### src/rtl/ascii_uart_tx.sv
// Sends three captured ASCII digits as back-to-back 8N1 UART frames, hundreds first.
// Optional leading-zero suppression is enabled by defining ZERO_SUPPRESS_EN.
module ascii_uart_tx #(
    parameter int unsigned CLK_DIV = 868
) (
    input  logic       clk_i,
    input  logic       rst_i,
    input  logic       start_i,
    input  logic [6:0] centenas_i,
    input  logic [6:0] decenas_i,
    input  logic [6:0] unidades_i,
    output logic       tx_o,
    output logic       busy_o,
    output logic       done_o
);

    localparam int unsigned BaudW = $clog2(CLK_DIV);
    localparam logic [BaudW-1:0] BaudMax = BaudW'(CLK_DIV - 1);

    typedef enum logic [1:0] {StIdle, StStart, StData, StStop} state_e;

    state_e           state_q;
    logic [BaudW-1:0] baud_q;
    logic [2:0]       bit_q;
    logic [1:0]       char_q;
    logic [6:0]       hund_q, tens_q, units_q;
    logic             tx_q, busy_q, done_q;

    logic             baud_wrap;
    logic [7:0]       cur_char;
    logic [1:0]       first_idx;

    always_comb begin
        baud_wrap = (baud_q == BaudMax);
        case (char_q)
            2'd0:    cur_char = {1'b0, hund_q};
            2'd1:    cur_char = {1'b0, tens_q};
            default: cur_char = {1'b0, units_q};
        endcase
`ifdef ZERO_SUPPRESS_EN
        // Skip leading ASCII '0' digits; the units digit is always sent.
        if (centenas_i != 7'h30) begin
            first_idx = 2'd0;
        end else if (decenas_i != 7'h30) begin
            first_idx = 2'd1;
        end else begin
            first_idx = 2'd2;
        end
`else
        first_idx = 2'd0;
`endif
    end

    always_ff @(posedge clk_i) begin
        if (rst_i) begin
            state_q <= StIdle;
            baud_q  <= '0;
            bit_q   <= '0;
            char_q  <= '0;
            hund_q  <= '0;
            tens_q  <= '0;
            units_q <= '0;
            tx_q    <= 1'b1;
            busy_q  <= 1'b0;
            done_q  <= 1'b0;
        end else begin
            done_q <= 1'b0;
            if (state_q != StIdle) begin
                baud_q <= baud_wrap ? '0 : baud_q + 1'b1;
            end
            case (state_q)
                StIdle: begin
                    baud_q <= '0;
                    if (start_i) begin
                        hund_q  <= centenas_i;
                        tens_q  <= decenas_i;
                        units_q <= unidades_i;
                        char_q  <= first_idx;
                        bit_q   <= '0;
                        tx_q    <= 1'b0;
                        busy_q  <= 1'b1;
                        state_q <= StStart;
                    end
                end
                StStart: begin
                    if (baud_wrap) begin
                        bit_q   <= '0;
                        tx_q    <= cur_char[0];
                        state_q <= StData;
                    end
                end
                StData: begin
                    if (baud_wrap) begin
                        if (bit_q == 3'd7) begin
                            tx_q    <= 1'b1;
                            state_q <= StStop;
                        end else begin
                            bit_q <= bit_q + 3'd1;
                            tx_q  <= cur_char[bit_q + 3'd1];
                        end
                    end
                end
                StStop: begin
                    if (baud_wrap) begin
                        if (char_q == 2'd2) begin
                            busy_q  <= 1'b0;
                            done_q  <= 1'b1;
                            state_q <= StIdle;
                        end else begin
                            // Next start bit follows the stop bit with no idle gap.
                            char_q  <= char_q + 2'd1;
                            tx_q    <= 1'b0;
                            state_q <= StStart;
                        end
                    end
                end
                default: state_q <= StIdle;
            endcase
        end
    end

    assign tx_o   = tx_q;
    assign busy_o = busy_q;
    assign done_o = done_q;

endmodule
### config.mk
export PLATFORM = sky130hd
export DESIGN_NAME = ascii_uart_tx
export DESIGN_NICKNAME = d
export VERILOG_FILES = /design/src/rtl/ascii_uart_tx.sv
export SDC_FILE = /design/constraint.sdc
export NUM_CORES = 1
export LEC_CHECK = 0
export CORE_ASPECT_RATIO = 0.75
export CORE_MARGIN = 2
export CORE_UTILIZATION = 30
export DETAILED_ROUTE_END_ITERATION = 10
export GPL_TIMING_DRIVEN = 1
export PLACE_DENSITY = 0.48
export REMOVE_ABC_BUFFERS = 1
export SETUP_SLACK_MARGIN = 0.2
export SYNTH_ARGS = -nofsm -noshare
export SYNTH_HDL_FRONTEND = slang
export SYNTH_SLANG_ARGS = --single-unit
### constraint.sdc
create_clock -name clk_i -period 5.05 [get_ports clk_i]
set_input_delay 1.515 -clock clk_i [delete_from_list [all_inputs] [get_ports clk_i]]
set_output_delay 1.515 -clock clk_i [all_outputs]
set_load 0.1 [all_outputs]
* Word level (Yosys, flattened, before mapping)
Cells that the tools add are included.
** Operators by class
- Bitwise logic cells :: 2
- Equal/unequal tests :: 15
- Magnitude comparators :: 1
- Mux-type cells :: 32
- Add/subtract/negate cells :: 3
- Reduce and logical (&&, ||, !) cells :: 13
** Operator list (number)
- 2-to-1 mux 2 bit :: 8
- != test 2 bit, second input constant :: 8
- AND reduction 5 bit :: 3
- one-hot mux 7 bit (2 select lines) :: 1
- 2-to-1 mux 1 bit :: 12
- 2-to-1 mux 3 bit :: 4
- adder 10 x 1 -> 10 bit, second input constant :: 1
- equality test 10 bit, second input constant :: 1
- 2-to-1 mux 10 bit :: 1
- one-hot mux 3 bit (3 select lines) :: 1
- one-hot mux 2 bit (4 select lines) :: 1
- AND reduction 4 bit :: 2
- equality test 2 bit, second input constant :: 3
- equality test 2 x 1 -> 1 bit, second input constant :: 2
- zero test 2 bit :: 2
- < comparator 3 x 4 -> 1 bit, second input constant :: 1
- one-hot mux 1 bit (4 select lines) :: 1
- one-hot mux 2 bit (2 select lines) :: 1
- nonzero test 2 bit :: 2
- adder 3 x 1 -> 3 bit, second input constant :: 1
- binary-select mux 1 bit (select 3 bit) :: 1
- equality test 3 bit, second input constant :: 1
- nonzero test 3 bit :: 1
- OR reduction 3 bit :: 1
- other kinds (5) :: 6
** Storage, ports and cells
- Input bits :: 24
- Output and inout port bits :: 3
- Flip-flop bits (word level) :: 41
- Word-level logic and storage cells :: 76

* Longest topological paths before layout
- Word-level depth :: 7
- Depth in mapped cells :: 8
- Gate-level depth less buffers :: 7

* Worst setup path before layout
OpenSTA, ideal clock, no wires.
- Path type :: reg2out
- Start :: reg busy_q, in the netlist busy_o
- End :: out busy_o
- Buffers on the path :: 0
- Arrival :: 0.936 ns
- Stages on the path, launching flop included :: 1
- Required time :: 3.535 ns
- Path slack :: 2.599 ns
- Cells stage by stage :: dfxtp_1
** RTL lines
- from (decl) :: RTL line 27 : logic tx_q, busy_q, done_q;
- from (signal assigned) :: RTL line 64 : busy_q <= 1'b0;
- from (signal assigned) :: RTL line 81 : busy_q <= 1'b1;
- from (signal assigned) :: RTL line 106 : busy_q <= 1'b0;
- to (decl) :: RTL line 13 : output logic busy_o,
No word-level cell between the ends.

* Worst setup path after layout
- Start :: reg tx_q, in the netlist tx_o
- End :: out tx_o
** RTL lines
- from (decl) :: RTL line 27
- from (signal assigned) :: RTL line 88 : tx_q <= cur_char[0];
- from (signal assigned) :: RTL line 99 : tx_q <= cur_char[bit_q + 3'd1];
- to (decl) :: RTL line 12 : output logic tx_o,
No word-level cell between the ends.

==> impl_summary.log <==
[metrics] result of the run: finished, final reports clean
[metrics] Post-synth top flop: dfxtp_1
[metrics] type of the setup path with the least slack: reg -> out
[metrics] slowest stage cell, crit path: clkdlybuf4s50_1
[metrics] Die X-Extent: 99.2 µm
[metrics] leading cell types by count after synthesis: nand2_1, dfxtp_1, a21oi_1, nor2_1
[metrics] gr usage total: 0.130
[metrics] Ys Warns: 0
[metrics] die outline height: 75.4 µm
[metrics] worst-path maximum fanout: 2
[metrics] signed area change from the synthesized netlist to the final layout: 20.7%
[metrics] Gate Count Post-Synth: 249
[metrics] CTS tree: yes
[metrics] clk slew on worst S/H paths: 0.08 ns
[metrics] total gr overflow: 0
[metrics] smallest setup slack after layout: 1.72 ns
[metrics] most instantiated library cell after synthesis: nand2_1
[metrics] synthesis-stage register bit count: 41
[metrics] CTS sink count: 41
[metrics] simple-gate portion of the synthesized area: 0.255
[metrics] clock root buffer: clkbuf_8
[metrics] setup TNS after final layout: 0 ns
[metrics] DR DRC count: 0
[metrics] detailed-route wire length per cell: 13.4 µm
[metrics] violation count after the first detailed-route iteration: 96
[metrics] number of synthesized flops with an enable pin: 0
[metrics] total of hold buffers inserted after clock tree synthesis: 0
[metrics] Pre-Repair DR Iteration Count: 4
[metrics] share of layout cells above drive strength 1: 0.0741
[metrics] time the final worst path needs with I/O delays and setup: 3.33 ns
[metrics] placed cell count: 343
[metrics] headroom to the max-slew limit: 0.345
[metrics] stage delay of the slowest cell on the critical path: 1.16 ns
[metrics] crit path to: tx_o
[metrics] parity-gate share of the synthesized area counting xor and xnor cells: 0.0344
[metrics] Yosys top cell area share: 0.403
[metrics] Clock Skews: 0.00979 ns
[metrics] H-tree Lvls: 2
[metrics] Final setup viols: 0
[metrics] R2R cell count: 7
[metrics] type of element capturing the critical path: primary output
[metrics] share of synthesized area occupied by flip-flops and latches: 0.403
[metrics] Resized cells post-CTS: 0
[metrics] number of vias per cell: 5.01
[metrics] CTS max path bufs: 2
[metrics] final hold violation count: 0
[metrics] setup repair after global routing missed its margin: false
[metrics] net total in the final layout: 303
[metrics] cell type contributing the most total cell area after synthesis: dfxtp_1
[metrics] launch point of the critical path: tx_o$_SDFFE_PP1P_
[metrics] worst slack after detailed placement: 1.80 ns
[metrics] family with the most delay on the worst path: buffers and inverters
[metrics] Worst Tran Pin Value: 0.979 ns
[metrics] Max Fclk: 300 MHz
[metrics] Crit path required time: 3.54 ns
[metrics] netlist area before placement: 2040 µm²
[metrics] pin count of the biggest net entering global routing: 23
[metrics] main combinational cell family by area after synthesis: simple AND/OR/NAND/NOR gates
[metrics] clock insertion delay at the later pin of the skew report: 0.29 ns
[metrics] synth top area cells: dfxtp_1, nand2_1, a21oi_1, ha_1, nor2_1
[metrics] mux cell area share after synthesis: 0
[metrics] overall power consumption: 1.02 mW
[metrics] critical path startpoint category: register
[metrics] maxcap violations: 0
[metrics] number of antenna violations at the first check in global routing: 0
[metrics] IR Drop Worst-Case VDD: 0.000193 V
[metrics] adder and majority cell fraction of the synthesized area: 0.0614
[metrics] destination of the worst register-to-register timing path: tx_o$_SDFFE_PP1P_
[metrics] hpwl dp: 3.36 mm
[metrics] syn_area_per_cell: 8.19 µm²
[metrics] number of cell rows: 25
[metrics] number of library cell types mapped by synthesis: 51
[metrics] worst endpoint data arrival time: 1.82 ns
[metrics] # Post-CTS Setup Buffers: 0
[metrics] gpl congestion: 0.826
[metrics] I/O pins: 27
[metrics] Fin Hold WS: 0.453 ns
[metrics] non-filler instance count after layout: 351
[metrics] Buffers & Inverters on Critical Path: 1
[metrics] number of global-route vias before repair: 1,602
[metrics] initial core utilization: 0.316
[metrics] drt total wl: 4.71 mm
[metrics] antenna-violating nets left: 0
[metrics] area fraction in compound gates after synthesis: 0.201
[metrics] worst reg2reg path startpoint: char_q[0]$_SDFFE_PP0P_
[metrics] first-pass GRT wire length: 7.74 mm
[metrics] Cell Pwr Density: 416 nW/µm²
[metrics] path length in cells of the critical path: 1
[metrics] full die area: 7480 µm²
[metrics] number of cells on the worst hold path: 1
[metrics] area of the core: 6440 µm²
[metrics] worst path cell trace: clkdlybuf4s50_1
[metrics] total clock buffers created by CTS: 5
[metrics] Reg2Reg Setup Slack: 2.94 ns
[metrics] worst hold-check path type: reg -> reg
[metrics] count of input and output buffers: 26
[metrics] proportion of register bits with asynchronous set or reset after synthesis: 0
[metrics] diode count: 0
[metrics] post-route clock period utilization: 0.660
[metrics] static leakage power: 0.871 nW
[metrics] total number of vias: 1,759
[metrics] fin. max-slew vios: 0
-- cells by family (layout without fill, tap and decap cells) --
group           count (synthesis)  count (layout)
flops                          41              41
fa+ha+maj                      10              10
compound gates                 63              63
xor+xnor                        8               8
simple gates                  106             106
buf+inv                        21              42
-- cell type report --
class                           instances  area (µm²)
Fill cell                             690        3980
Timing Repair Buffer                   27         268
Tap cell                               81         101
Clock buffer                            6        82.6
Sequential cell                        41         821
Multi-Input combinational cell        187        1120
Inverter                                7        26.3
Clock inverter                          2        37.5
-- how the worst min path moves through the flow --
stage | slack (ns) | endpoint | start
finish | 0.45 | baud_q[0]$_SDFFE_PP0N_ | baud_q[0]$_SDFFE_PP0N_
global route | 0.46 | baud_q[0]$_SDFFE_PP0N_ | baud_q[0]$_SDFFE_PP0N_
CTS | 0.45 | baud_q[0]$_SDFFE_PP0N_ | baud_q[0]$_SDFFE_PP0N_
detailed placement | 0.44 | baud_q[0]$_SDFFE_PP0N_ | baud_q[0]$_SDFFE_PP0N_
global placement | 0.43 | baud_q[0]$_SDFFE_PP0N_ | baud_q[0]$_SDFFE_PP0N_
floorplan | 0.41 | baud_q[0]$_SDFFE_PP0N_ | baud_q[0]$_SDFFE_PP0N_
-- power breakdown --
part           switching [mW]  internal, mW
sequential             0.0319         0.373
clock                   0.115         0.161
combinational           0.226         0.118
total                   0.372         0.652
-- cell usage in the layout, fill, tap and decap left out, types with 2 or more instances in the layout --
cell type / n
a221oi_1: 2
nor2_1: 16
o211ai_1: 2
nor3_1: 6
a22o_1: 4
nand3_1: 3
nor2b_1: 3
inv_1: 7
clkbuf_8: 6
nand2b_1: 2
nand4_1: 2
xnor2_1: 6
o21ai_0: 4
dfxtp_1: 41
a211oi_1: 3
xor2_1: 2
a21oi_1: 31
clkdlybuf4s50_1: 26
a31oi_1: 4
ha_1: 10
and3_1: 3
nand2_1: 55
or3_1: 2
and2_1: 2
-- through the flow --
step	cell area [µm²]	util
detailed placement	2340	0.363
global route	2460	0.382
finish	2460	0.382
CTS	2460	0.382
global placement	2340	0.363
floorplan	1970	-
-- state kept, by name, indices dropped and copies added, names as in the netlist --
| name | cells |
|---|---|
| tens_q | 7 |
| hund_q | 7 |
| tx_o | 1 |
| busy_o | 1 |
| char_q | 2 |
| state_q | 2 |
| bit_q | 3 |
| units_q | 7 |
| done_o | 1 |
| baud_q | 10 |
-- routing by layer --
metal / vias to the layer above / wire length (µm) / track usage
met3: 5 / 252 / 0.0330
li1: 908 / - / -
met5: - / 0 / 0
met2: 38 / 1890 / 0.179
met4: 0 / 45 / 0.0411
met1: 808 / 2520 / 0.197
(Power assumes the default switching activity.)
